$ cat config.mk
export PLATFORM = sky130hd
export DESIGN_NAME = vram_arbiter
export DESIGN_NICKNAME = d
export VERILOG_FILES = /design/src/rtl/vram_pkg.sv /design/src/rtl/vram_wr_fifo.sv /design/src/rtl/vram_arbiter.sv
export SDC_FILE = /design/constraint.sdc
export NUM_CORES = 1
export LEC_CHECK = 0
export ABC_AREA = 1
export CORE_AREA = 2 2 250 129
export CTS_CLUSTER_SIZE = 8
export DETAILED_ROUTE_END_ITERATION = 10
export DIE_AREA = 0 0 252 131
export PLACE_DENSITY = 0.77
export RECOVER_POWER = 25
export SKIP_CTS_REPAIR_TIMING = 1
export SLEW_MARGIN = 20
export SYNTH_ARGS = -nofsm -noshare
export SYNTH_HDL_FRONTEND = slang
export SYNTH_SLANG_ARGS = --single-unit
$ cat constraint.sdc
create_clock -name clk -period 4.1 [get_ports clk]
set_clock_uncertainty 0.05 [all_clocks]
set_input_delay 0.82 -clock clk [delete_from_list [all_inputs] [get_ports clk]]
set_output_delay 0.82 -clock clk [all_outputs]
set_load 0.01 [all_outputs]
$ cat src/rtl/vram_pkg.sv
// Shared types and address-map constants for the video-memory arbiter.
package vram_pkg;

  typedef enum logic [2:0] {
    REG_TB  = 3'd0,
    REG_TG  = 3'd1,
    REG_SG  = 3'd2,
    REG_PAL = 3'd3,
    REG_OAM = 3'd4
  } region_e;

  localparam int NUM_REGIONS = 5;
  localparam int DEPTH_TB    = 300;
  localparam int DEPTH_TG    = 2048;
  localparam int DEPTH_SG    = 2048;
  localparam int DEPTH_PAL   = 8;
  localparam int DEPTH_OAM   = 256;

  localparam int OFF_W  = 11;
  localparam int WORD_W = 32;
  localparam int PAL_W  = 24;

  typedef struct packed {
    logic [2:0]        region;
    logic [OFF_W-1:0]  offset;
    logic [WORD_W-1:0] data;
  } wr_entry_t;

  function automatic logic addr_legal(input logic [2:0] region, input logic [OFF_W-1:0] offset);
    case (region)
      REG_TB:  return int'(offset) < DEPTH_TB;
      REG_TG:  return int'(offset) < DEPTH_TG;
      REG_SG:  return int'(offset) < DEPTH_SG;
      REG_PAL: return int'(offset) < DEPTH_PAL;
      REG_OAM: return int'(offset) < DEPTH_OAM;
      default: return 1'b0;
    endcase
  endfunction

endpackage

$ cat src/rtl/vram_wr_fifo.sv
// Host write FIFO; the caller guarantees no push when full and no pop when empty.
module vram_wr_fifo
  import vram_pkg::*;
#(
  parameter int FIFO_DEPTH = 4
) (
  input  logic      clk,
  input  logic      reset,
  input  logic      push,
  input  logic      pop,
  input  wr_entry_t din,
  output logic      full,
  output logic      empty,
  output wr_entry_t head
);

  localparam int PW = $clog2(FIFO_DEPTH);
  localparam logic [PW:0] PTR_ONE = 1;

  wr_entry_t   mem [FIFO_DEPTH];
  logic [PW:0] wr_ptr;
  logic [PW:0] rd_ptr;

  always_ff @(posedge clk) begin
    if (reset) begin
      wr_ptr <= '0;
      rd_ptr <= '0;
    end else begin
      if (push) wr_ptr <= wr_ptr + PTR_ONE;
      if (pop)  rd_ptr <= rd_ptr + PTR_ONE;
    end
  end

  always_ff @(posedge clk) begin
    if (push) mem[wr_ptr[PW-1:0]] <= din;
  end

  // Extra pointer bit distinguishes full from empty when the indices match.
  assign empty = (wr_ptr == rd_ptr);
  assign full  = (wr_ptr[PW] != rd_ptr[PW]) && (wr_ptr[PW-1:0] == rd_ptr[PW-1:0]);
  assign head  = mem[rd_ptr[PW-1:0]];

endmodule

$ cat src/rtl/vram_arbiter.sv
// Arbitrates renderer reads and queued host writes across the five video memories.
module vram_arbiter
  import vram_pkg::*;
#(
  parameter int FIFO_DEPTH   = 4,
  parameter int STARVE_LIMIT = 16,
  parameter int NUM_MEM      = 5,
  parameter int AW           = 11,
  parameter int DW           = 32
) (
  input  logic                  clk,
  input  logic                  reset,
  input  logic                  host_valid,
  output logic                  host_ready,
  input  logic [13:0]           host_addr,
  input  logic [DW-1:0]         host_wdata,
  input  logic                  rd_req,
  input  logic [2:0]            rd_region,
  input  logic [AW-1:0]         rd_addr,
  output logic                  rd_gnt,
  output logic                  rd_valid,
  output logic [DW-1:0]         rd_data,
  input  logic                  vblank,
  output logic                  err_flag,
  input  logic                  err_clear,
  output logic [NUM_MEM-1:0]    mem_rw,
  output logic [NUM_MEM*AW-1:0] mem_addr,
  output logic [NUM_MEM*DW-1:0] mem_wdata,
  input  logic [NUM_MEM*DW-1:0] mem_rdata
);

  localparam int CW = $clog2(STARVE_LIMIT + 1);
  localparam logic [CW-1:0] STARVE_MAX = CW'(STARVE_LIMIT);
  localparam logic [CW-1:0] CNT_ONE    = 1;

  function automatic logic [CW-1:0] sat_inc(input logic [CW-1:0] v);
    return (v == STARVE_MAX) ? v : v + CNT_ONE;
  endfunction

  wr_entry_t     din;
  wr_entry_t     head;
  logic          full;
  logic          empty;
  logic          push;
  logic          push_legal;
  logic          enq;
  logic          pop;
  logic          host_win;
  logic          head_blocked;
  logic          rd_legal;
  logic          rd_illegal;
  logic [CW-1:0] starve_cnt;
  logic          vld_p1;
  logic [2:0]    region_p1;
  logic [DW-1:0] rdata_sel;

  assign din          = '{region: host_addr[13:11], offset: host_addr[10:0], data: host_wdata};
  assign host_ready   = !full && !reset;
  assign push         = host_valid && host_ready;
  assign push_legal   = addr_legal(din.region, din.offset);
  assign enq          = push && push_legal;
  assign rd_legal     = int'(rd_region) < NUM_MEM;
  assign rd_illegal   = rd_req && !rd_legal;
  assign host_win     = vblank || (starve_cnt == STARVE_MAX);
  assign head_blocked = rd_req && (rd_region == head.region);
  assign pop          = !reset && !empty && (!head_blocked || host_win);
  // A read loses only to a head write that is forced through to the same memory.
  assign rd_gnt       = !reset && rd_req && rd_legal && !(host_win && !empty && (head.region == rd_region));

  vram_wr_fifo #(.FIFO_DEPTH(FIFO_DEPTH)) u_fifo (
    .clk   (clk),
    .reset (reset),
    .push  (enq),
    .pop   (pop),
    .din   (din),
    .full  (full),
    .empty (empty),
    .head  (head)
  );

  always_ff @(posedge clk) begin
    if (reset) begin
      starve_cnt <= '0;
      err_flag   <= 1'b0;
      vld_p1     <= 1'b0;
    end else begin
      starve_cnt <= (empty || pop) ? '0 : sat_inc(starve_cnt);
      vld_p1     <= rd_gnt;
      if ((push && !push_legal) || rd_illegal) err_flag <= 1'b1;
      else if (err_clear)                      err_flag <= 1'b0;
    end
  end

  // Stage p1: read issued last cycle, memory data now present on mem_rdata.
  always_ff @(posedge clk) begin
    if (rd_gnt) region_p1 <= rd_region;
  end

  assign rdata_sel = mem_rdata[region_p1*DW +: DW];
  assign rd_valid  = vld_p1 && !reset;

  always_comb begin
    rd_data = '0;
    if (rd_valid) rd_data = (region_p1 == REG_PAL) ? DW'(rdata_sel[PAL_W-1:0]) : rdata_sel;
  end

  always_comb begin
    mem_rw    = '0;
    mem_addr  = '0;
    mem_wdata = '0;
    if (pop) begin
      mem_rw[head.region]              = 1'b1;
      mem_addr[head.region*AW +: AW]   = head.offset;
      mem_wdata[head.region*DW +: DW]  = (head.region == REG_PAL) ? DW'(head.data[PAL_W-1:0]) : head.data;
    end
    if (rd_gnt) mem_addr[rd_region*AW +: AW] = rd_addr;
  end

endmodule

After elaboration in Yosys (flattened, before gate mapping)
Memory sizes are Yosys's and may differ from the RTL's. A register that Yosys moved wholly into a read port is not among the register bits.
Cells that the tools add are included.
{"block": "totals", "elab_cells": 90, "ram_bits": 184, "n_memories": 1, "latch_bits": 0, "register_bits": 16, "rom_bits": 0}
{"name": "u_fifo.mem", "words": 4, "width": 46, "read_ports": 1, "rd_clocked_by_memory_dff": 1, "wr": 1, "line_no": "vram_wr_fifo.sv:20", "rtl": "wr_entry_t mem [FIFO_DEPTH];"}
{"block": "op_classes", "n_div": 0, "mux": 17, "eq_ne": 12, "n_reduce_logical": 31, "shifts": 7, "mul": 2, "order_cmp": 6, "n_bitwise": 2, "addsub": 6}
{"cell": "bitwise AND 160 bit", "n": 1}
{"cell": "2-to-1 mux 160 bit", "n": 1}
{"cell": "variable shift 32 x 34 -> 160 bit (first input constant)", "n": 1}
{"cell": "variable part select 160 x 9 -> 32 bit", "n": 1}
{"cell": "variable part select 32 x 34 -> 160 bit", "n": 1}
{"cell": "2-to-1 mux 55 bit", "n": 2}
{"cell": "variable shift 11 x 34 -> 55 bit (first input constant)", "n": 2}
{"cell": "variable part select 11 x 34 -> 55 bit", "n": 2}
{"cell": "2-to-1 mux 32 bit", "n": 3}
{"cell": "negator 7 -> 34 bit", "n": 2}
{"cell": "bitwise AND 55 bit", "n": 1}
{"cell": "bitwise mux 55 bit", "n": 1}
{"cell": "negator 8 -> 34 bit", "n": 1}
{"cell": "less-than comparator 11 x 9 -> 1 bit (second input constant)", "n": 2}
{"cell": "logical AND 1 bit", "n": 16}
{"cell": "multiplier 3 x 4 -> 7 bit (second input constant)", "n": 2}
{"cell": "equality test 3 x 2 -> 1 bit (second input constant)", "n": 4}
{"cell": "less-than comparator 11 x 4 -> 1 bit (second input constant)", "n": 1}
{"cell": "equality test 3 bit", "n": 3}
{"cell": "zero test 1 bit", "n": 7}
{"cell": "adder 3 x 1 -> 3 bit (second input constant)", "n": 2}
{"cell": "adder 5 x 1 -> 5 bit (second input constant)", "n": 1}
{"cell": "equality test 5 bit (second input constant)", "n": 1}
{"cell": "2-to-1 mux 1 bit", "n": 5}
{"cell": "15 further kinds", "n": 20}

Logic depth before layout (Yosys ltp)
Gate-level depths: netlist (run 1).
{"block": "depth", "depth_word": 8, "ltp_mapped": 14}

Hierarchy
From an unflattened synthesis (run 1), not the netlist that was laid out.
{"block": "unflattened", "hier_cells": 1609, "hier_area_um2": 12823.5}
{"mod": "vram_wr_fifo", "cells_each": 589, "seq_area_each_um2": 5685.5, "area_each_um2": 7622.3, "instances": 1}
{"mod": "vram_arbiter", "cells_each": 1020, "seq_area_each_um2": 230.2, "area_each_um2": 5201.2, "instances": 1}

Worst setup path before layout (run 1)
OpenSTA, ideal clock, no wires.
{"block": "synth_timing", "path_kind": "input-to-reg", "from": "in host_addr[9]", "to": "mem u_fifo.mem[0][0] (netlist name), enable pin", "stages": 7, "arrival_time_ns": 3.494, "setup_slack_ns": 0.106, "n_path_buf": 0, "cell_sequence": "nor2_1 > nand3_1 > o21ai_0 > nand3_1 > nand3_1 > nand2_1 > nor2_1"}
{"block": "synth_between", "elab_chain_cells": 5, "word_cells_on_any_way": 7, "classes_between": "3 x order compare; 3 x mux; 1 x reduce/logical"}
{"item": "start, declared", "line_no": "vram_arbiter.sv:15", "rtl": "input logic [13:0] host_addr,"}
{"item": "less-than comparator 11 x 9 -> 1 bit, or another cell as far along", "line_no": "vram_pkg.sv:35", "rtl": "REG_OAM: return int'(offset) < DEPTH_OAM;"}
{"item": "one-hot mux 1 bit (4 select lines) *", "line_no": "vram_pkg.sv:30", "rtl": "case (region)"}
{"item": "logical AND 1 bit *", "line_no": "vram_arbiter.sv:61", "rtl": "assign enq = push && push_legal;"}
{"item": "2-to-1 mux 1 bit *", "line_no": "vram_wr_fifo.sv:35", "rtl": "if (push) mem[wr_ptr[PW-1:0]] <= din;"}
{"item": "2-to-1 mux 1 bit (not written as such) *", "line_no": "vram_wr_fifo.sv:35"}
{"item": "end, declared", "line_no": "vram_wr_fifo.sv:20"}
Mark *: on every way between the ends. The rest lies on a longest branch, timed or not.

Final worst setup path (run 1)
{"block": "layout_timing", "from": "in rd_region[1]", "to": "out mem_addr[1]"}
{"block": "layout_between", "elab_chain_cells": 8, "word_cells_on_any_way": 18, "classes_between": "1 x add/sub; 1 x mul; 1 x order compare; 2 x eq/ne; 2 x shift; 3 x mux; 8 x reduce/logical"}
{"item": "start, declared", "line_no": "vram_arbiter.sv:18", "rtl": "input logic [2:0] rd_region,"}
{"item": "branches (longest 7 deep; another with negator 7 -> 34 bit)"}
{"item": "2-to-1 mux 55 bit *", "line_no": "vram_arbiter.sv:116", "rtl": "if (rd_gnt) mem_addr[rd_region*AW +: AW] = rd_addr;"}
{"item": "end, declared", "line_no": "vram_arbiter.sv:27", "rtl": "output logic [NUM_MEM*AW-1:0] mem_addr,"}
Mark *: on every way between the ends.

==> results of run 1 <==
## sequential cells by signal, summed over array words and instances, names as in the netlist, named ones only
name	cells
vld_p1	1
u_fifo.rd_ptr	3
u_fifo.mem	184
region_p1	3
err_flag	1
u_fifo.wr_ptr	3
starve_cnt	5
## stage by stage
| step | hold slack [ps] | total power [uW] |
|---|---|---|
| global placement | 442 | 3460 |
| floorplan | 420 | 2910 |
| CTS | 466 | 5640 |
| finish | 466 | 5700 |
| detailed placement | 457 | 3480 |
| global route | 498 | 5900 |
## power by group through the flow
stage | combinational (uW) | sequential (uW) | clock (uW)
after floorplan | 581 | 2330 | 0
after global placement | 1120 | 2330 | 0
after detailed placement | 1150 | 2330 | 0
after CTS | 1160 | 2290 | 2190
after global routing | 1300 | 2290 | 2300
final | 1230 | 2290 | 2170
## layout by cell type, fill, tap and decap left out, drive strengths merged
cell	netlist	layout
or2	2	2
nor3b	1	1
nand3	97	97
clkbuf	59	42
dlygate4sd3	0	41
clkdlybuf4s50	0	257
a21oi	50	50
nor3	8	8
dfxtp	15	15
xnor2	1	1
a31oi	1	1
nor2	361	361
o22ai	66	66
ha	16	16
clkinvlp	0	1
a22oi	9	9
nand4	21	21
o211ai	8	8
nor4	1	1
and3	2	2
clkinv	0	2
xor2	3	3
inv	106	106
edfxtp	187	187
o21ai	162	162
dlymetal6s2s	0	183
nand2	352	352
nand3b	1	1
buf	51	78
## worst max-delay path: stages
cell and delay [ps]:
clkdlybuf4s50_1 510, inv_1 70, ha_1 290, buf_4 200
inv_1 90, nand4_1 120, nor2_2 220, buf_4 180
nand2_1 50, nand2_1 80, clkdlybuf4s50_1 540
## worst max-delay path by stage
| stage | start | to | slack (ps) | depth (start not counted) |
|---|---|---|---|---|
| after global placement | rd_region[0] | mem_addr[47] | -20 | 14 |
| final | rd_region[1] | mem_addr[1] | 60 | 11 |
| after floorplan | host_addr[9] | u_fifo.mem[0][0]$_DFFE_PP_ | 110 | 7 |
| after detailed placement | rd_region[0] | mem_addr[52] | -40 | 14 |
| after CTS | register | mem_wdata[158] | -390 | 11 |
| after global routing | register | mem_wdata[8] | -40 | 13 |
## final cells by class
cell class | count | area [um2] | share of cell area
timing repair buffer | 559 | 6040 | 0.316
sequential | 202 | 5920 | 0.309
multi-input combinational | 1162 | 5440 | 0.284
clock buffer | 42 | 774 | 0.0405
tap | 408 | 510 | 0.0267
inverter | 106 | 419 | 0.0219
clock inverter | 2 | 28.8 | 0.00150
timing repair inverter | 1 | 6.26 | 0.000327
## metal layers
metal	vias to the layer above	track usage
met5	-	0
li1	6254	-
met3	103	0.0630
met2	799	0.439
met1	6464	0.414
met4	2	0.0675
## logic make-up (layout without fill, tap and decap cells)
logic type / after synthesis / in the layout
AND/OR/NAND/NOR: 846 / 846
buffers and inverters: 216 / 710
adder cells (fa/ha/maj): 16 / 16
XOR/XNOR: 4 / 4
flip-flops: 202 / 202
AO/OA/AOI/OAI: 296 / 296
==> flow_results.xml, run 1 <==
<?xml version="1.0" encoding="UTF-8"?>
<metrics>
  <group name="sta">
    <metric name="slew_headroom" unit="">0.495</metric>
    <metric name="postLayoutSetupSlackWorst" unit="ps">55.6</metric>
    <metric name="tns" unit="ps">0</metric>
    <metric name="report.final.setup_viol" unit="">0</metric>
    <metric name="hold_violations" unit="">0</metric>
    <metric name="final_worst_path_period_need" unit="ps">4040</metric>
    <metric name="final_max_slew_viol_count" unit="">0</metric>
    <metric name="fmax" unit="MHz">247</metric>
    <metric name="final.period_utilization" unit="">0.986</metric>
    <metric name="tightestPinTransition" unit="ps">757</metric>
  </group>
  <group name="detailed_routing">
    <metric name="top_routing_layer_in_use" unit="">met5</metric>
    <metric name="dr.first_iter.drc_count" unit="">1780</metric>
    <metric name="vias_per_cell" unit="">5.49</metric>
    <metric name="wl_met2" unit="mm">23.8</metric>
    <metric name="met1Wirelength" unit="mm">21.5</metric>
    <metric name="route.detailed.wl_per_inst" unit="um">20.9</metric>
    <metric name="met3RoutedLength" unit="mm">5.34</metric>
    <metric name="drtPass1Iterations" unit="">6</metric>
    <metric name="drtAntennaViolNets" unit="">0</metric>
    <metric name="drt_drc_violations_left" unit="">0</metric>
    <metric name="detailroute.via_count" unit="">13600</metric>
    <metric name="totalWireLength" unit="mm">51.9</metric>
  </group>
  <group name="logic_synthesis">
    <metric name="mappedNetlistArea" unit="um2">12100</metric>
    <metric name="yosys.area.top_type_share" unit="">0.464</metric>
    <metric name="yosysMostFrequentCell" unit="">nor2_1</metric>
    <metric name="avgSynthCellArea" unit="um2">7.67</metric>
    <metric name="postSynthRegisterBits" unit="">202</metric>
    <metric name="post_synth_num_cell_types" unit="">34</metric>
    <metric name="synth.yosys.warnings" unit="">0</metric>
    <metric name="synth.area.mux_share" unit="">0</metric>
    <metric name="ys_async_sr_fraction" unit="">0</metric>
    <metric name="synthCells" unit="">1580</metric>
    <metric name="top_cell_types_by_occurrence_after_synthesis" unit="">nor2_1 (361), nand2_1 (345), edfxtp_1 (187)</metric>
    <metric name="synth-xor-area-share" unit="">0.00289</metric>
    <metric name="synth-compound-area-share" unit="">0.133</metric>
    <metric name="synth_top_family_by_area" unit="">simple AND/OR/NAND/NOR gates</metric>
    <metric name="synth_simple_gate_area_share" unit="">0.285</metric>
    <metric name="yosysSeqAreaShare" unit="">0.488</metric>
    <metric name="synth.largest_area_cell" unit="">edfxtp_1</metric>
    <metric name="post_synthesis_share_of_cell_area_spent_on_full_adders_half_adders_and_majority_gates" unit="">0.0165</metric>
    <metric name="syn_nets" unit="">1822</metric>
    <metric name="synth_ff_type" unit="">edfxtp_1</metric>
    <metric name="synth-edff-count" unit="">187</metric>
    <metric name="synth.top_cells.by_area" unit="">edfxtp_1 (46%), nor2_1 (11%), nand2_1 (11%)</metric>
  </group>
  <group name="die">
    <metric name="die_width" unit="um">252</metric>
    <metric name="design.core.area" unit="um2">31000</metric>
    <metric name="ios" unit="">482</metric>
    <metric name="initial_utilization" unit="">0.391</metric>
    <metric name="fp.dieArea" unit="um2">33000</metric>
    <metric name="cell_row_count" unit="">46</metric>
    <metric name="die-height" unit="um">131</metric>
  </group>
  <group name="outcome">
    <metric name="status" unit="">complete, no violations</metric>
  </group>
  <group name="clock_network">
    <metric name="tritoncts" unit="">done</metric>
    <metric name="cts-buffers-inserted" unit="">29</metric>
    <metric name="cts_root_buf" unit="">clkbuf_16</metric>
    <metric name="worst_skew_pair_latency" unit="ps">560</metric>
    <metric name="cts_sinks" unit="">202</metric>
    <metric name="cts.htree.levels" unit="">1</metric>
    <metric name="cts.reportedPaths.clkPinSlew" unit="ps">60</metric>
    <metric name="clockBufferDepth" unit="">3</metric>
  </group>
  <group name="placed_design">
    <metric name="placedInstanceArea" unit="um2">17700</metric>
    <metric name="placed_cells" unit="">2434</metric>
    <metric name="place.gp.congestion" unit="">0.975</metric>
    <metric name="hpwlAfterDp" unit="mm">37.8</metric>
    <metric name="dpl_worst_slack" unit="ps">-38.2</metric>
    <metric name="place.port_buffers" unit="">481</metric>
  </group>
  <group name="cells_and_area">
    <metric name="n_antenna_cell" unit="">0</metric>
    <metric name="nNetsFinal" unit="">2303</metric>
    <metric name="area_delta_synth_final" unit="%">58.0</metric>
    <metric name="final_layout_size_suffix_gt1_frac" unit="">0.0781</metric>
    <metric name="instances_no_fill" unit="">2482</metric>
    <metric name="finish.instance_area" unit="um2">19100</metric>
    <metric name="n_fill_cell" unit="">2565</metric>
    <metric name="final_core_util" unit="">0.618</metric>
  </group>
  <group name="run">
    <metric name="max_cap_viol_count" unit="">0</metric>
  </group>
  <group name="power_and_ir_drop">
    <metric name="p_leak" unit="uW">0.0106</metric>
    <metric name="power_frac_comb" unit="">0.216</metric>
    <metric name="share_of_power_burned_in_registers" unit="">0.403</metric>
    <metric name="swShare" unit="">0.292</metric>
    <metric name="power.internal" unit="uW">4040</metric>
    <metric name="p_clk_frac" unit="">0.382</metric>
    <metric name="vdd_drop_max" unit="uV">335</metric>
    <metric name="pwr_density_cell" unit="nW/um2">298</metric>
    <metric name="netSwitchingPower" unit="uW">1660</metric>
  </group>
  <group name="setup_path">
    <metric name="number_of_cells_on_the_worst_reg_to_reg_path" unit="">9</metric>
    <metric name="worstReg2RegEnd" unit="">u_fifo.mem[1][4]$_DFFE_PP_</metric>
    <metric name="crit_arrival" unit="ps">3170</metric>
    <metric name="cp_max_fo" unit="">13</metric>
    <metric name="critical_path.endpoint_type" unit="">output pin</metric>
    <metric name="regToRegStartpoint" unit="">u_fifo.wr_ptr[1]$_SDFFE_PP0N_</metric>
    <metric name="reg2reg_slack" unit="ps">1580</metric>
    <metric name="setup.worst_path.start_class" unit="">input pin</metric>
    <metric name="required" unit="ps">3230</metric>
    <metric name="setup.worst_path.class" unit="">in2out</metric>
  </group>
  <group name="worst_hold_path">
    <metric name="min_delay_path_depth" unit="">2</metric>
    <metric name="worst_hold_startpoint" unit="">starve_cnt[4]$_SDFFE_PP0N_</metric>
    <metric name="holdCritPathClass" unit="">reg2reg</metric>
    <metric name="min_delay_worst_endpoint" unit="">starve_cnt[4]$_SDFFE_PP0N_</metric>
  </group>
  <group name="global_route">
    <metric name="first_global_vias" unit="">11700</metric>
    <metric name="track_usage" unit="">0.286</metric>
    <metric name="globalRouteOverflowTotal" unit="">0</metric>
    <metric name="maximum_number_of_pins_on_one_net_before_global_route_repair" unit="">65</metric>
    <metric name="grt_antenna_before_repair" unit="">2</metric>
    <metric name="grt_first_pass_wirelength" unit="mm">72.1</metric>
  </group>
</metrics>
(Power assumes the default switching activity.)
==> inputs of run 2 (changes only) <==
--- a/config.mk
+++ b/config.mk
@@ -7,7 +7,7 @@
 export LEC_CHECK = 0
 export ABC_AREA = 1
 export CORE_AREA = 2 2 250 129
-export CTS_CLUSTER_SIZE = 8
+export CTS_CLUSTER_SIZE = 10
 export DETAILED_ROUTE_END_ITERATION = 10
 export DIE_AREA = 0 0 252 131
 export PLACE_DENSITY = 0.77
==> flow_results.xml, run 2 (synthesized netlist as in run 1, its figures left out) <==
<?xml version="1.0" encoding="UTF-8"?>
<metrics>
  <group name="outcome">
    <metric name="status" unit="">finished, violations left</metric>
    <metric name="violations" unit="">negative setup slack</metric>
  </group>
  <group name="power_and_ir_drop">
    <metric name="vdd_drop_max" unit="uV">325</metric>
    <metric name="pwr_density_cell" unit="nW/um2">292</metric>
    <metric name="p_leak" unit="uW">0.0101</metric>
  </group>
  <group name="clock_network">
    <metric name="clockBufferDepth" unit="">3</metric>
    <metric name="cts_root_buf" unit="">clkbuf_16</metric>
    <metric name="cts.reportedPaths.clkPinSlew" unit="ps">60</metric>
    <metric name="cts.htree.levels" unit="">1</metric>
    <metric name="cts_sinks" unit="">202</metric>
    <metric name="cts-buffers-inserted" unit="">24</metric>
    <metric name="worst_skew_pair_latency" unit="ps">540</metric>
    <metric name="tritoncts" unit="">done</metric>
  </group>
  <group name="sta">
    <metric name="slew_headroom" unit="">0.477</metric>
    <metric name="postLayoutSetupSlackWorst" unit="ps">-82.0</metric>
    <metric name="final_max_slew_viol_count" unit="">0</metric>
    <metric name="holdWs" unit="ps">463</metric>
    <metric name="grt_setup_unrepaired" unit="">true</metric>
    <metric name="fmax" unit="MHz">239</metric>
    <metric name="final.period_utilization" unit="">1.02</metric>
    <metric name="final_worst_path_period_need" unit="ps">4180</metric>
    <metric name="report.final.setup_viol" unit="">10</metric>
    <metric name="tightestPinTransition" unit="ps">784</metric>
    <metric name="hold_violations" unit="">0</metric>
  </group>
  <group name="global_route">
    <metric name="globalRouteOverflowTotal" unit="">0</metric>
    <metric name="grt_first_pass_wirelength" unit="mm">71.9</metric>
    <metric name="grt_antenna_before_repair" unit="">3</metric>
    <metric name="track_usage" unit="">0.286</metric>
    <metric name="maximum_number_of_pins_on_one_net_before_global_route_repair" unit="">65</metric>
    <metric name="first_global_vias" unit="">11800</metric>
  </group>
  <group name="die">
    <metric name="design.core.area" unit="um2">31000</metric>
    <metric name="die_width" unit="um">252</metric>
    <metric name="fp.dieArea" unit="um2">33000</metric>
    <metric name="initial_utilization" unit="">0.391</metric>
    <metric name="cell_row_count" unit="">46</metric>
    <metric name="ios" unit="">482</metric>
    <metric name="die-height" unit="um">131</metric>
  </group>
  <group name="detailed_routing">
    <metric name="top_routing_layer_in_use" unit="">met5</metric>
    <metric name="detailroute.via_count" unit="">13600</metric>
    <metric name="vias_per_cell" unit="">5.48</metric>
    <metric name="wl_met2" unit="mm">23.9</metric>
    <metric name="drtPass1Iterations" unit="">6</metric>
    <metric name="drt_drc_violations_left" unit="">0</metric>
    <metric name="dr.first_iter.drc_count" unit="">1857</metric>
    <metric name="met3RoutedLength" unit="mm">5.33</metric>
    <metric name="drtAntennaViolNets" unit="">0</metric>
    <metric name="met1Wirelength" unit="mm">21.5</metric>
    <metric name="route.detailed.wl_per_inst" unit="um">21.0</metric>
    <metric name="totalWireLength" unit="mm">51.9</metric>
  </group>
  <group name="placed_design">
    <metric name="place.port_buffers" unit="">481</metric>
    <metric name="place.gp.congestion" unit="">0.975</metric>
    <metric name="placedInstanceArea" unit="um2">17700</metric>
    <metric name="hpwlAfterDp" unit="mm">37.8</metric>
    <metric name="dpl_worst_slack" unit="ps">-38.2</metric>
    <metric name="placed_cells" unit="">2434</metric>
  </group>
  <group name="cells_and_area">
    <metric name="final_layout_size_suffix_gt1_frac" unit="">0.0750</metric>
    <metric name="most-common-layout-cells" unit="">nor2_1 (349), nand2_1 (341), clkdlybuf4s50_1 (282)</metric>
    <metric name="n_fill_cell" unit="">2565</metric>
    <metric name="instances_no_fill" unit="">2475</metric>
    <metric name="nNetsFinal" unit="">2297</metric>
    <metric name="largest_register_ffs" unit="">184</metric>
    <metric name="multiInputGateArea" unit="um2">5440</metric>
    <metric name="leading_cell_type_in_the_layout_fill_and_taps_excluded" unit="">nor2_1</metric>
    <metric name="n_antenna_cell" unit="">0</metric>
    <metric name="finish.instance_area" unit="um2">19000</metric>
    <metric name="area_delta_synth_final" unit="%">56.7</metric>
    <metric name="final_core_util" unit="">0.613</metric>
    <metric name="area.sequential" unit="um2">5920</metric>
  </group>
  <group name="setup_path">
    <metric name="setup.worst_path.start_class" unit="">input pin</metric>
    <metric name="worstReg2RegEnd" unit="">u_fifo.mem[1][10]$_DFFE_PP_</metric>
    <metric name="cp_max_fo" unit="">5</metric>
    <metric name="crit_arrival" unit="ps">3310</metric>
    <metric name="number_of_cells_on_the_worst_reg_to_reg_path" unit="">9</metric>
    <metric name="critical_path.endpoint_type" unit="">output pin</metric>
    <metric name="reg2reg_slack" unit="ps">1590</metric>
    <metric name="required" unit="ps">3230</metric>
    <metric name="regToRegStartpoint" unit="">u_fifo.wr_ptr[1]$_SDFFE_PP0N_</metric>
    <metric name="setup.worst_path.class" unit="">in2out</metric>
  </group>
  <group name="run">
    <metric name="max_cap_viol_count" unit="">0</metric>
  </group>
  <group name="worst_hold_path">
    <metric name="min_delay_worst_endpoint" unit="">starve_cnt[4]$_SDFFE_PP0N_</metric>
    <metric name="min_delay_path_depth" unit="">2</metric>
    <metric name="worst_hold_startpoint" unit="">starve_cnt[4]$_SDFFE_PP0N_</metric>
    <metric name="holdCritPathClass" unit="">reg2reg</metric>
  </group>
</metrics>
==> run 2: cell count changes in the layout (fill, tap and decap cells not counted), moves of 2 or more <==
| cell | change |
|---|---|
| dlygate4sd3_1 | -2 |
| buf_6 | -2 |
| clkbuf_16 | -4 |
| clkdlybuf4s50_1 | +25 |
| clkbuf_1 | -2 |
| inv_2 | -2 |
| inv_1 | +3 |
| dlymetal6s2s_1 | -23 |
==> run 2: per-layer routing <==
layer | track usage | up-vias
li1 | - | 6241
met2 | 0.434 | 766
met4 | 0.0832 | 4
met5 | 0 | -
met3 | 0.0646 | 87
met1 | 0.411 | 6459
==> run 2: critical path, stage by stage <==
cell             delay [ps]
clkdlybuf4s50_1         480
inv_1                    70
ha_1                    240
xnor2_2                 180
inv_1                    80
nor4_1                  160
inv_1                    80
nor2_1                  130
buf_4                   150
inv_1                   130
buf_4                   190
nand2_1                  50
nand2_1                  50
clkdlybuf4s50_1         490
==> run 2: how the worst max path moves through the flow <==
stage / startpoint / end / slack, ps / cells after the start
after CTS: register / mem_wdata[158] / -380 / 11
after floorplan: host_addr[9] / u_fifo.mem[0][0]$_DFFE_PP_ / 110 / 7
after global routing: register / mem_addr[52] / -220 / 16
final: rd_region[0] / mem_addr[45] / -80 / 14
after detailed placement: rd_region[0] / mem_addr[52] / -40 / 14
after global placement: rd_region[0] / mem_addr[47] / -20 / 14
==> run 2: area by class of cell <==
| type | count | area share |
|---|---|---|
| Clock buffer | 36 | 0.0351 |
| Tap cell | 408 | 0.0269 |
| Timing Repair Buffer | 558 | 0.314 |
| Multi-Input combinational cell | 1162 | 0.287 |
| Timing Repair inverter | 1 | 0.000330 |
| Clock inverter | 2 | 0.00316 |
| Sequential cell | 202 | 0.312 |
| Inverter | 106 | 0.0216 |
==> run 2: stage by stage <==
stage	total power [uW]	TNS [ps]
floorplan	2910	0
global placement	3460	-41.4
finish	5540	-598
CTS	5490	-46960
global route	5730	-2550
detailed placement	3480	-161
==> run 2: where the power goes <==
group	internal [uW]	switching, uW
clock network	1180	834
logic	468	764
registers	2270	17.3
total	3930	1610
==> inputs of run 3 (changes only) <==
--- a/config.mk
+++ b/config.mk
@@ -6,11 +6,12 @@
 export NUM_CORES = 1
 export LEC_CHECK = 0
 export ABC_AREA = 1
-export CORE_AREA = 2 2 250 129
+export CORE_AREA = 2 2 188 190
 export CTS_CLUSTER_SIZE = 10
 export DETAILED_ROUTE_END_ITERATION = 10
-export DIE_AREA = 0 0 252 131
-export PLACE_DENSITY = 0.77
+export DIE_AREA = 0 0 190 192
+export GPL_ROUTABILITY_DRIVEN = 1
+export PLACE_DENSITY = 0.7
 export RECOVER_POWER = 25
 export SKIP_CTS_REPAIR_TIMING = 1
 export SLEW_MARGIN = 20
==> flow_results.xml, run 3 (synthesized netlist as in run 1, its figures left out) <==
<?xml version="1.0" encoding="UTF-8"?>
<metrics>
  <group name="cells_and_area">
    <metric name="largest_register_ffs" unit="">184</metric>
    <metric name="n_fill_cell" unit="">3143</metric>
    <metric name="final_layout_size_suffix_gt1_frac" unit="">0.0786</metric>
    <metric name="instances_no_fill" unit="">2523</metric>
    <metric name="nNetsFinal" unit="">2294</metric>
    <metric name="multiInputGateArea" unit="um2">5510</metric>
    <metric name="most-common-layout-cells" unit="">clkdlybuf4s50_1 (404), nor2_1 (349), nand2_1 (339)</metric>
    <metric name="final_core_util" unit="">0.546</metric>
    <metric name="finish.instance_area" unit="um2">18700</metric>
    <metric name="area.sequential" unit="um2">5920</metric>
    <metric name="area_delta_synth_final" unit="%">54.6</metric>
    <metric name="leading_cell_type_in_the_layout_fill_and_taps_excluded" unit="">clkdlybuf4s50_1</metric>
  </group>
  <group name="global_route">
    <metric name="first_global_vias" unit="">12100</metric>
    <metric name="globalRouteOverflowTotal" unit="">0</metric>
    <metric name="track_usage" unit="">0.248</metric>
    <metric name="grt_first_pass_wirelength" unit="mm">70.5</metric>
    <metric name="grt_antenna_before_repair" unit="">10</metric>
    <metric name="maximum_number_of_pins_on_one_net_before_global_route_repair" unit="">75</metric>
  </group>
  <group name="setup_path">
    <metric name="reg2reg_slack" unit="ps">1520</metric>
    <metric name="required" unit="ps">3230</metric>
    <metric name="critical_path.startpoint" unit="">rd_region[0]</metric>
    <metric name="setup.worst_path.class" unit="">in2out</metric>
    <metric name="critical_path.endpoint_type" unit="">output pin</metric>
    <metric name="worstReg2RegEnd" unit="">u_fifo.mem[1][39]$_DFFE_PP_</metric>
    <metric name="setup.worst_path.start_class" unit="">input pin</metric>
    <metric name="crit_arrival" unit="ps">3190</metric>
    <metric name="critPathCapture" unit="">mem_addr[53]</metric>
    <metric name="number_of_cells_on_the_worst_reg_to_reg_path" unit="">9</metric>
    <metric name="regToRegStartpoint" unit="">u_fifo.wr_ptr[1]$_SDFFE_PP0N_</metric>
    <metric name="cp_max_fo" unit="">10</metric>
  </group>
  <group name="placed_design">
    <metric name="placed_cells" unit="">2474</metric>
    <metric name="place.gp.congestion" unit="">0.934</metric>
    <metric name="placedInstanceArea" unit="um2">17600</metric>
    <metric name="hpwlAfterDp" unit="mm">35.6</metric>
    <metric name="place.port_buffers" unit="">481</metric>
  </group>
  <group name="power_and_ir_drop">
    <metric name="share_of_power_burned_in_registers" unit="">0.429</metric>
    <metric name="power.internal" unit="uW">3860</metric>
    <metric name="netSwitchingPower" unit="uW">1480</metric>
    <metric name="power_frac_comb" unit="">0.226</metric>
    <metric name="pwr_density_cell" unit="nW/um2">285</metric>
    <metric name="vdd_drop_max" unit="uV">332</metric>
    <metric name="swShare" unit="">0.278</metric>
    <metric name="p_clk_frac" unit="">0.345</metric>
    <metric name="p_leak" unit="uW">0.00777</metric>
  </group>
  <group name="sta">
    <metric name="tightestPinTransition" unit="ps">949</metric>
    <metric name="final.period_utilization" unit="">0.989</metric>
    <metric name="slew_headroom" unit="">0.368</metric>
    <metric name="final_worst_path_period_need" unit="ps">4060</metric>
    <metric name="fmax" unit="MHz">247</metric>
    <metric name="final_max_slew_viol_count" unit="">0</metric>
    <metric name="hold_violations" unit="">0</metric>
    <metric name="report.final.setup_viol" unit="">0</metric>
  </group>
  <group name="detailed_routing">
    <metric name="route.detailed.wl_per_inst" unit="um">19.4</metric>
    <metric name="vias_per_cell" unit="">5.19</metric>
    <metric name="drtAntennaViolNets" unit="">0</metric>
    <metric name="totalWireLength" unit="mm">48.9</metric>
    <metric name="drt_drc_violations_left" unit="">0</metric>
    <metric name="dr.first_iter.drc_count" unit="">1012</metric>
    <metric name="detailroute.via_count" unit="">13100</metric>
    <metric name="drtPass1Iterations" unit="">6</metric>
  </group>
  <group name="die">
    <metric name="fp.dieArea" unit="um2">36500</metric>
    <metric name="initial_utilization" unit="">0.353</metric>
    <metric name="ios" unit="">482</metric>
    <metric name="die_width" unit="um">190</metric>
    <metric name="cell_row_count" unit="">68</metric>
    <metric name="design.core.area" unit="um2">34300</metric>
    <metric name="die-height" unit="um">192</metric>
  </group>
  <group name="clock_network">
    <metric name="cts-buffers-inserted" unit="">24</metric>
    <metric name="cts_root_buf" unit="">clkbuf_16</metric>
    <metric name="cts_sinks" unit="">202</metric>
    <metric name="cts.htree.levels" unit="">1</metric>
    <metric name="clockBufferDepth" unit="">3</metric>
    <metric name="cts.reportedPaths.clkPinSlew" unit="ps">50</metric>
    <metric name="tritoncts" unit="">done</metric>
    <metric name="worst_skew_pair_latency" unit="ps">490</metric>
  </group>
  <group name="worst_hold_path">
    <metric name="holdCritPathClass" unit="">reg2reg</metric>
  </group>
  <group name="outcome">
    <metric name="status" unit="">complete, no violations</metric>
  </group>
  <group name="run">
    <metric name="max_cap_viol_count" unit="">0</metric>
  </group>
</metrics>
-- run 3: layout make-up --
type | instances | share of cell area
inverters | 106 | 0.0225
multi-input cells | 1164 | 0.294
diodes | 7 | 0.000936
flip-flops and latches | 202 | 0.316
well taps | 455 | 0.0304
repair buffers | 554 | 0.300
clock buffers | 34 | 0.0358
clock inverters | 1 | 0.000267
-- run 3: routing by layer --
metal | part of all wire | up-vias | global-route usage
li1 | - | 6241 | -
met1 | 0.39 | 6196 | 0.304
met2 | 0.50 | 590 | 0.439
met3 | 0.090 | 63 | 0.0535
met4 | 0.019 | 6 | 0.0716
met5 | 0.00070 | - | 0
-- run 3: worst max-delay path: stages --
cell and delay (ps):
clkdlybuf4s50_1 510, inv_1 70, ha_1 250, xnor2_2 180, inv_1 100, nor4_2 150
inv_1 110, nor2_4 170, buf_6 160, nand2_1 60, nand2_1 70, clkdlybuf4s50_1 530
-- run 3: worst min-delay path by stage --
| stage | from | end | slack [ps] | depth (start not counted) |
|---|---|---|---|---|
| 6_report | err_flag$_SDFFE_PP0P_ | err_flag$_SDFFE_PP0P_ | 450 | 2 |
| 5_1_grt | err_flag$_SDFFE_PP0P_ | err_flag$_SDFFE_PP0P_ | 470 | 2 |
| 4_1_cts | err_flag$_SDFFE_PP0P_ | err_flag$_SDFFE_PP0P_ | 450 | 2 |
| 3_5_place_dp | err_flag$_SDFFE_PP0P_ | err_flag$_SDFFE_PP0P_ | 440 | 2 |
| 3_3_place_gp | u_fifo.rd_ptr[2]$_SDFFE_PP0P_ | u_fifo.rd_ptr[2]$_SDFFE_PP0P_ | 440 | 2 |
| 2_1_floorplan | u_fifo.rd_ptr[2]$_SDFFE_PP0P_ | u_fifo.rd_ptr[2]$_SDFFE_PP0P_ | 420 | 2 |
-- run 3: metrics by stage --
stage / hold WS, ps / total power [uW] / TNS (ps) / setup WS, ps
final: 450 / 5340 / 0 / 44.1
after CTS: 454 / 5300 / -29560 / -305
after global placement: 439 / 3450 / 0 / 0.860
after floorplan: 420 / 2910 / 0 / 106
after detailed placement: 443 / 3460 / -15.4 / -7.14
after global routing: 467 / 5560 / -994 / -86.9
-- run 3: power groups by stage --
stage          Combinational (uW)  Sequential, uW  Clock [uW]
2_1_floorplan                 581            2330           0
3_3_place_gp                 1120            2330           0
3_5_place_dp                 1130            2330           0
4_1_cts                      1140            2290        1880
5_1_grt                      1310            2290        1970
6_report                     1210            2290        1840
